<file path="src/rtl/mmio_bus_arbiter_if.sv">
// mmio_bus_arbiter_if: requester-side and peripheral-side signals of the MMIO bus arbiter.
interface mmio_bus_arbiter_if;
    logic [1:0]  req;
    logic [1:0]  req_write;
    logic [31:0] req_addr0;
    logic [31:0] req_addr1;
    logic [31:0] req_wdata0;
    logic [31:0] req_wdata1;
    logic [1:0]  done;
    logic        err;
    logic [31:0] rdata;
    logic [31:0] paddr;
    logic        pwrite;
    logic [31:0] pwdata;
    logic [1:0]  psel;
    logic        penable;
    logic [31:0] prdata;
    logic        pready;

    modport master (
        input  req, req_write, req_addr0, req_addr1, req_wdata0, req_wdata1, prdata, pready,
        output done, err, rdata, paddr, pwrite, pwdata, psel, penable
    );

    modport slave (
        output req, req_write, req_addr0, req_addr1, req_wdata0, req_wdata1, prdata, pready,
        input  done, err, rdata, paddr, pwrite, pwdata, psel, penable
    );
endinterface

</file>
<file path="src/rtl/mmio_bus_arbiter.sv">
// mmio_bus_arbiter: round-robin two-port MMIO bus arbiter with address decode and setup/access sequencing.
// Optional ACCESS-phase timeout is enabled by defining MMIO_BUS_TIMEOUT_EN.
module mmio_bus_arbiter #(
    parameter logic [31:0] MMIO_LOW  = 32'hFFFF0000,
    parameter logic [31:0] MMIO_HIGH = 32'hFFFF0010,
    parameter logic [31:0] UART_ADDR = 32'hFFFF0000,
    parameter logic [31:0] ETH_ADDR  = 32'hFFFF0008
`ifdef MMIO_BUS_TIMEOUT_EN
    , parameter int TIMEOUT_CYCLES = 16
`endif
) (
    input logic                clk,
    input logic                reset,
    mmio_bus_arbiter_if.master bus
);
    typedef enum logic [1:0] {IDLE, SETUP, ACCESS} state_t;

    state_t      r_state;
    logic        r_last;
    logic        r_winner;
    logic [1:0]  r_done;
    logic        r_err;
    logic [31:0] r_rdata;
    logic [31:0] r_paddr;
    logic        r_pwrite;
    logic [31:0] r_pwdata;
    logic [1:0]  r_psel;
    logic        r_penable;
`ifdef MMIO_BUS_TIMEOUT_EN
    logic [4:0]  r_cnt;
`endif

    logic [1:0]  w_elig;
    logic        w_pick;
    logic [31:0] w_addr;
    logic [1:0]  w_psel;

    // A port whose done pulse is out this cycle is not eligible, so it cannot be re-granted on stale req.
    always_comb begin
        w_elig = bus.req & ~r_done;
        w_pick = (&w_elig) ? ~r_last : w_elig[1];
        w_addr = w_pick ? bus.req_addr1 : bus.req_addr0;
        w_psel = (w_addr < MMIO_LOW || w_addr > MMIO_HIGH) ? 2'b01 :
                 (w_addr == UART_ADDR) ? 2'b10 :
                 (w_addr == ETH_ADDR)  ? 2'b11 : 2'b00;
    end

    always_ff @(posedge clk) begin
        r_done  <= 2'b00;
        r_err   <= 1'b0;
        r_rdata <= '0;
        if (reset) begin
            r_state   <= IDLE;
            r_last    <= 1'b1;
            r_winner  <= 1'b0;
            r_paddr   <= '0;
            r_pwrite  <= 1'b0;
            r_pwdata  <= '0;
            r_psel    <= 2'b00;
            r_penable <= 1'b0;
`ifdef MMIO_BUS_TIMEOUT_EN
            r_cnt     <= '0;
`endif
        end else begin
            case (r_state)
                IDLE: if (|w_elig) begin
                    r_winner <= w_pick;
                    r_paddr  <= w_addr;
                    r_pwdata <= w_pick ? bus.req_wdata1 : bus.req_wdata0;
                    r_pwrite <= bus.req_write[w_pick];
                    r_psel   <= w_psel;
                    r_state  <= SETUP;
                end
                SETUP: if (r_psel == 2'b00) begin
                    r_done[r_winner] <= 1'b1;
                    r_err            <= 1'b1;
                    r_last           <= r_winner;
                    r_state          <= IDLE;
                end else begin
                    r_penable <= 1'b1;
`ifdef MMIO_BUS_TIMEOUT_EN
                    r_cnt     <= '0;
`endif
                    r_state   <= ACCESS;
                end
                ACCESS: if (bus.pready) begin
                    r_done[r_winner] <= 1'b1;
                    r_rdata          <= r_pwrite ? '0 : bus.prdata;
                    r_psel           <= 2'b00;
                    r_penable        <= 1'b0;
                    r_last           <= r_winner;
                    r_state          <= IDLE;
                end
`ifdef MMIO_BUS_TIMEOUT_EN
                else if (r_cnt == 5'(TIMEOUT_CYCLES - 1)) begin
                    r_done[r_winner] <= 1'b1;
                    r_err            <= 1'b1;
                    r_psel           <= 2'b00;
                    r_penable        <= 1'b0;
                    r_last           <= r_winner;
                    r_state          <= IDLE;
                end else begin
                    r_cnt <= r_cnt + 5'd1;
                end
`endif
                default: begin
                    r_psel    <= 2'b00;
                    r_penable <= 1'b0;
                    r_state   <= IDLE;
                end
            endcase
        end
    end

    assign bus.done    = r_done;
    assign bus.err     = r_err;
    assign bus.rdata   = r_rdata;
    assign bus.paddr   = r_paddr;
    assign bus.pwrite  = r_pwrite;
    assign bus.pwdata  = r_pwdata;
    assign bus.psel    = r_psel;
    assign bus.penable = r_penable;
endmodule

</file>
<file path="src/flat_wrapper.sv">
// flat-port wrapper written by rule: the top's interface ports become plain ports
module mmio_bus_arbiter_flat 
#(
    parameter logic [31:0] MMIO_LOW  = 32'hFFFF0000,
    parameter logic [31:0] MMIO_HIGH = 32'hFFFF0010,
    parameter logic [31:0] UART_ADDR = 32'hFFFF0000,
    parameter logic [31:0] ETH_ADDR  = 32'hFFFF0008

)
  (clk, reset, bus_req, bus_req_write, bus_req_addr0, bus_req_addr1, bus_req_wdata0, bus_req_wdata1, bus_prdata, bus_pready, bus_done, bus_err, bus_rdata, bus_paddr, bus_pwrite, bus_pwdata, bus_psel, bus_penable);
  mmio_bus_arbiter_if bus_i ();
  input logic clk;
  input logic reset;
  input wire logic [$bits(bus_i.req)-1:0] bus_req;
  input wire logic [$bits(bus_i.req_write)-1:0] bus_req_write;
  input wire logic [$bits(bus_i.req_addr0)-1:0] bus_req_addr0;
  input wire logic [$bits(bus_i.req_addr1)-1:0] bus_req_addr1;
  input wire logic [$bits(bus_i.req_wdata0)-1:0] bus_req_wdata0;
  input wire logic [$bits(bus_i.req_wdata1)-1:0] bus_req_wdata1;
  input wire logic [$bits(bus_i.prdata)-1:0] bus_prdata;
  input wire logic [$bits(bus_i.pready)-1:0] bus_pready;
  output wire logic [$bits(bus_i.done)-1:0] bus_done;
  output wire logic [$bits(bus_i.err)-1:0] bus_err;
  output wire logic [$bits(bus_i.rdata)-1:0] bus_rdata;
  output wire logic [$bits(bus_i.paddr)-1:0] bus_paddr;
  output wire logic [$bits(bus_i.pwrite)-1:0] bus_pwrite;
  output wire logic [$bits(bus_i.pwdata)-1:0] bus_pwdata;
  output wire logic [$bits(bus_i.psel)-1:0] bus_psel;
  output wire logic [$bits(bus_i.penable)-1:0] bus_penable;
  assign bus_i.req = bus_req;
  assign bus_i.req_write = bus_req_write;
  assign bus_i.req_addr0 = bus_req_addr0;
  assign bus_i.req_addr1 = bus_req_addr1;
  assign bus_i.req_wdata0 = bus_req_wdata0;
  assign bus_i.req_wdata1 = bus_req_wdata1;
  assign bus_i.prdata = bus_prdata;
  assign bus_i.pready = bus_pready;
  assign bus_done = bus_i.done;
  assign bus_err = bus_i.err;
  assign bus_rdata = bus_i.rdata;
  assign bus_paddr = bus_i.paddr;
  assign bus_pwrite = bus_i.pwrite;
  assign bus_pwdata = bus_i.pwdata;
  assign bus_psel = bus_i.psel;
  assign bus_penable = bus_i.penable;
  mmio_bus_arbiter #(.MMIO_LOW(MMIO_LOW), .MMIO_HIGH(MMIO_HIGH), .UART_ADDR(UART_ADDR), .ETH_ADDR(ETH_ADDR)) u_core (.clk(clk), .reset(reset), .bus(bus_i));
endmodule
</file>
<file path="config.mk">
export PLATFORM = sky130hd
export DESIGN_NAME = mmio_bus_arbiter_flat
export DESIGN_NICKNAME = d
export VERILOG_FILES = /design/src/rtl/mmio_bus_arbiter_if.sv /design/src/rtl/mmio_bus_arbiter.sv /design/src/flat_wrapper.sv
export SDC_FILE = /design/constraint.sdc
export NUM_CORES = 1
export LEC_CHECK = 0
export CORE_MARGIN = 2
export CORE_UTILIZATION = 41
export DETAILED_ROUTE_END_ITERATION = 10
export GPL_ROUTABILITY_DRIVEN = 0
export PLACE_DENSITY_LB_ADDON = 0.15
export SYNTH_ARGS = -nofsm -noshare
export SYNTH_HDL_FRONTEND = slang
export SYNTH_SLANG_ARGS = --single-unit
</file>
<file path="constraint.sdc">
create_clock -name clk -period 3.4 [get_ports clk]
set_input_delay 0.51 -clock clk [delete_from_list [all_inputs] [get_ports clk]]
set_output_delay 0.51 -clock clk [all_outputs]
set_load 0.005 [all_outputs]
</file>
# After elaboration in Yosys (flattened, before gate mapping)
# Index checks and enable logic that the tools add are counted.
dict set report classes {
  magnitude_cmp 5
  mux 26
  n_eq_ne 8
  reduce_logical 14
  bitwise_logic 7
}
# cell n
set op_table {}
lappend op_table {{$eq A32 B32 Y1 const B} 2}
lappend op_table {{$mux W32} 2}
lappend op_table {{$gt A32 B32 Y1 const B} 1}
lappend op_table {{$lt A32 B32 Y1 const B} 1}
lappend op_table {{$mux W2} 9}
lappend op_table {{$pmux W2 S3} 2}
lappend op_table {{$mux W1} 9}
lappend op_table {{$reduce_and A3 Y1} 3}
lappend op_table {{$reduce_and A2 Y1} 3}
lappend op_table {{$not A1 Y1} 5}
lappend op_table {{$logic_not A2 Y1} 2}
lappend op_table {{$lt A1 B2 Y1 const B} 2}
lappend op_table {{$ne A2 B1 Y1 const B} 2}
lappend op_table {{$ne A2 B2 Y1 const B} 2}
lappend op_table {{$pmux W2 S2} 1}
lappend op_table {{$reduce_or A2 Y1} 2}
lappend op_table {{$reduce_or A4 Y1} 1}
lappend op_table {{$pmux W1 S3} 1}
lappend op_table {{$and A2 B2 Y2} 1}
lappend op_table {{$eq A2 B1 Y1 const B} 1}
lappend op_table {{$eq A2 B2 Y1 const B} 1}
lappend op_table {{$not A2 Y2} 1}
lappend op_table {{$pmux W1 S2} 1}
lappend op_table {{$reduce_bool A2 Y1} 1}
lappend op_table {{other kinds (4)} 4}
dict set report totals {
  register_bits 107
  input_bits 167
  word_cells 71
  out_inout_bits 103
}

# Depth between registers and ports, before layout
dict set report depth {
  word_depth 11
  mapped_depth 8
  depth_no_buf 7
}

# Worst setup path before layout
# No wires, ideal clock.
dict set report synth_timing {
  path_kind {reg2reg}
  start {register u_core.r_state[0]}
  end {register u_core.r_psel[0] (netlist: u_core.bus.psel[0])}
  setup_ps 122
  slack_ps 1712
  path_stages_with_launch 8
  arrival_time_ps 1567
  period_less_slack_ps 1688
  t_required_ps 3278
  cell_sequence {dfxtp_1 inv_1 ha_1 nor2b_1 clkbuf_1 a311oi_1 nor2b_1 o311a_1}
}
dict set report synth_between {
  elab_chain_len 3
}
# item line
set synth_lines {}
lappend synth_lines {{start, declared} mmio_bus_arbiter.sv:18} ;# state_t r_state;
lappend synth_lines {{start signal, assigned} mmio_bus_arbiter.sv:53} ;# r_state <= IDLE;
lappend synth_lines {{start signal, assigned} mmio_bus_arbiter.sv:72} ;# r_state <= SETUP;
lappend synth_lines {{start signal, assigned} mmio_bus_arbiter.sv:78} ;# r_state <= IDLE;
lappend synth_lines {{$eq A2 B2 Y1 (tied with other cells)} mmio_bus_arbiter.sv:65} ;# case (r_state)
lappend synth_lines {{$ne A2 B2 Y1 (no source line) (tied with other cells)} --}
lappend synth_lines {{$reduce_and A3 Y1 (no source line)} --}
lappend synth_lines {{end signal, assigned} mmio_bus_arbiter.sv:71} ;# r_psel <= w_psel;
lappend synth_lines {{end, declared} mmio_bus_arbiter.sv:27} ;# logic [1:0] r_psel;
# Parallel ways exist; a longest one is shown, timed or not.
# A chain may end at the register's enable or synchronous reset.

# Worst setup path after layout
dict set report layout_timing {
  start {input port bus_req[0]}
  end {register u_core.r_pwdata[30] (netlist: u_core.bus.pwdata[30])}
}
dict set report layout_between {
  elab_chain_len 4
}
# item line
set layout_lines {}
lappend layout_lines {{start, declared} flat_wrapper.sv:14} ;# input wire logic [$bits(bus_i.req)-1:0] bus_req;
lappend layout_lines {{$and A2 B2 Y2 *} mmio_bus_arbiter.sv:40} ;# w_elig = bus.req & ~r_done;
lappend layout_lines {{$reduce_and A2 Y1} mmio_bus_arbiter.sv:41} ;# w_pick = (&w_elig) ? ~r_last : w_elig[1];
lappend layout_lines {{$mux W1} mmio_bus_arbiter.sv:41}
lappend layout_lines {{$mux W32} mmio_bus_arbiter.sv:69} ;# r_pwdata <= w_pick ? bus.req_wdata1 : bus.req_wdata0;
lappend layout_lines {{end signal, assigned} mmio_bus_arbiter.sv:69}
lappend layout_lines {{end, declared} mmio_bus_arbiter.sv:26} ;# logic [31:0] r_pwdata;
# Mark *: on every way between the ends. The rest lies on a longest branch, timed or not.

==> results.yml <==
clock_tree:
  clk_path_buf_depth: 2
  clock_latency_ps: 380
  root_buffer: "clkbuf_8"
  ctsHoldBuffers: 0
  cts_buffers: 9
  cts_resized: 0
  cts_sinks: 107
  cts_tree: "built"
  cts.reportedPaths.clkPinSlew_ps: 100
  cts_setup_buffers: 0
  htree_levels: 3
route:
  wl_um: 14800
  ant_nets: 0
  avgRoutedWirePerCell_um: 16.2
  drt-initial-drc-count: 256
  drt_drc_violations_left: 0
  num_vias: 4736
  first_pass_iters: 6
  route.detailed.vias_per_inst: 5.19
layout:
  final_area_mm2: 0.00748
  final_cells: 912
  post-route-util: 0.693
  antenna_cells: 0
  layout.nets: 937
  synthToLayoutAreaGrowth_pct: 66.2
  drive_above_1_share: 0.0738
logic_synthesis:
  yosysWarnings: 0
  syn-mean-instance-area_um2: 8.71
  synth_nets: 687
  syn_inst: 517
  ys_types: 40
  yosys_register_bits: 107
  seq_area_frac_synth: 0.476
  synth.cell_area_mm2: 0.00450
power_and_ir_drop:
  intPower_mw: 2.16
  p_sw_frac: 0.291
  clkPwrFrac: 0.252
  seqPwrFrac: 0.467
  p_total_mw: 3.05
  pwr_density_cell_mw_per_mm2: 407
  power_switching_mw: 0.886
  p_comb_frac: 0.281
  peakVddDrop_mv: 0.200
  power_leakage_nw: 2.83
floorplanning:
  io_pins: 270
  die_w_um: 109
  die-area_mm2: 0.0118
  rows: 38
  core_area_mm2: 0.0108
  initial_utilization: 0.417
  chipHeight_um: 109
setup_path:
  critPathMaxStageDelay_ps: 570
  arrival_ps: 2390
  cp-end-kind: "flip-flop"
  path_class: "in2reg"
  critPathLaunchType: "primary input"
  path_max_fanout: 35
  slowest_stage: "a21o_2"
  cp_data_required_time_ps: 3680
  worstPathCellList: "clkdlybuf4s50_1 -> and2b_4 -> a21o_2 -> buf_12 -> nand2_1 -> a311oi_2"
place:
  hpwlAfterDp_um: 11300
  place_ws_ps: 879
  numPortBuffers: 269
  dpl_cell_area_mm2: 0.00729
  place_inst: 896
sta:
  slew_headroom: 0.545
  worst_pin_slew_ps: 682
  min_period_over_period: 0.619
  period_needed_ps: 2100
  maxSlewViolCount: 0
  fin_setup_tns_ps: 0
  finalClockSkew_ps: 12.8
  rsz0062_at_grt: "no"
  finalHoldViolations: 0
  setup_viol: 0
  post-route-worst-setup-slack_ps: 1300
  hold_ws_ps: 499
  fmax_ghz: 0.475
flow_run:
  maxCapViolCount: 0
grt:
  grtUsageTotal: 0.240
  grt_pass1_wl_um: 22000
  grt_max_degree: 50
  grt_pass1_vias: 4485
  antenna_found_initial: 0
  grt_overflow: 0
min_path:
  hold_class: "reg2reg"
outcome:
  status: "finished clean"
state kept, by name, summed over array words and instances, names as in the netlist:
register / flops
u_core.bus.done: 2
u_core.bus.err: 1
u_core.bus.paddr: 32
u_core.bus.penable: 1
u_core.bus.psel: 2
u_core.bus.pwdata: 32
u_core.bus.pwrite: 1
u_core.bus.rdata: 32
u_core.r_last: 1
u_core.r_state: 2
u_core.r_winner: 1
cells by family after synthesis:
| logic type | Yosys count | synth area share |
|---|---|---|
| AOI/OAI and AO/OA | 80 | 0.182 |
| adders and majority gates | 3 | 0.00834 |
| buffers and inverters | 45 | 0.0514 |
| DFF | 107 | 0.476 |
| muxes | 4 | 0.00945 |
| and+or+nand+nor | 278 | 0.273 |
cells in the mapped netlist:
cell type,instances,area [µm²]
a21boi_2,1,11.3
a21o_2,1,8.76
a21oi_1,3,15.0
a21oi_4,1,16.3
a2bb2oi_1,1,8.76
a311oi_1,46,403
a311oi_2,20,300
a31oi_1,2,12.5
and2_1,32,200
and2b_4,1,10.0
and4_1,2,17.5
buf_1,1,3.75
buf_2,14,70.1
buf_4,10,75.1
buf_6,1,11.3
clkbuf_1,14,52.6
dfxtp_1,107,2140
ha_1,3,37.5
inv_1,5,18.8
mux2_2,2,22.5
mux2i_1,2,20.0
nand2_1,133,499
nand2b_1,1,6.26
nand2b_4,1,13.8
nand3_1,3,15.0
nand4_1,8,50.1
nor2_1,77,289
nor2b_1,3,18.8
nor3_1,7,35.0
nor3b_1,1,7.51
nor4_1,4,25.0
nor4_2,1,12.5
nor4b_1,2,17.5
o21ai_0,1,5.00
o221a_2,1,11.3
o311a_1,1,10.0
o311ai_0,1,8.76
o32ai_1,1,8.76
or2_1,1,6.26
or3_1,1,6.26
metal layers:
metal,GRT usage,up-vias,routed length [µm]
li1,-,2294,-
met1,0.260,2160,5540
met2,0.417,247,7240
met3,0.0765,35,1470
met4,0.125,0,533
met5,0,-,0
power groups by stage:
stage                     sequential (mW)  combinational, mW  clock (mW)
after detailed placement             1.45              0.858           0
after global placement               1.45              0.843           0
after global routing                 1.43              0.930       0.830
final                                1.42              0.858       0.768
after floorplan                      1.45              0.355           0
after CTS                            1.42              0.863       0.788
worst max-delay path, delay by kind of cell:
kind / cells / cell delay (ps)
compound gates: 2 / 840
buf+inv: 2 / 760
simple gates: 2 / 260
cells in the final DEF (no fill, tap or decap), types with 3 or more instances in the layout:
| master | instances |
|---|---|
| a21oi_1 | 3 |
| a311oi_1 | 46 |
| a311oi_2 | 20 |
| and2_1 | 32 |
| buf_12 | 4 |
| buf_4 | 6 |
| clkbuf_8 | 10 |
| clkdlybuf4s50_1 | 268 |
| dfxtp_1 | 107 |
| ha_1 | 3 |
| inv_1 | 5 |
| inv_6 | 3 |
| nand2_1 | 133 |
| nand3_1 | 3 |
| nand4_1 | 8 |
| nor2_1 | 77 |
| nor2b_1 | 3 |
| nor3_1 | 6 |
| nor4_1 | 4 |
final timing paths:
check / startpoint / endpoint / slack [ps] / cells after the start
setup reg to reg: u_core.r_state[1] / u_core.bus.pwdata[18] / 1310 / 6
setup / recovery: bus_req[0] / u_core.bus.pwdata[30] / 1300 / 6
hold / removal: u_core.bus.paddr[26] / u_core.bus.paddr[26] / 500 / 2
hold reg to reg: u_core.bus.paddr[26] / u_core.bus.paddr[26] / 500 / 2
cell type report:
type / count / area [µm²]
tap: 140 / 175
fill: 871 / 3310
clock buffer: 10 / 138
inverter: 5 / 18.8
multi-input combinational: 365 / 2140
clock inverter: 6 / 55.1
sequential: 107 / 2140
timing repair buffer: 279 / 2810
No activity file was read; power rests on OpenSTA's default activity.
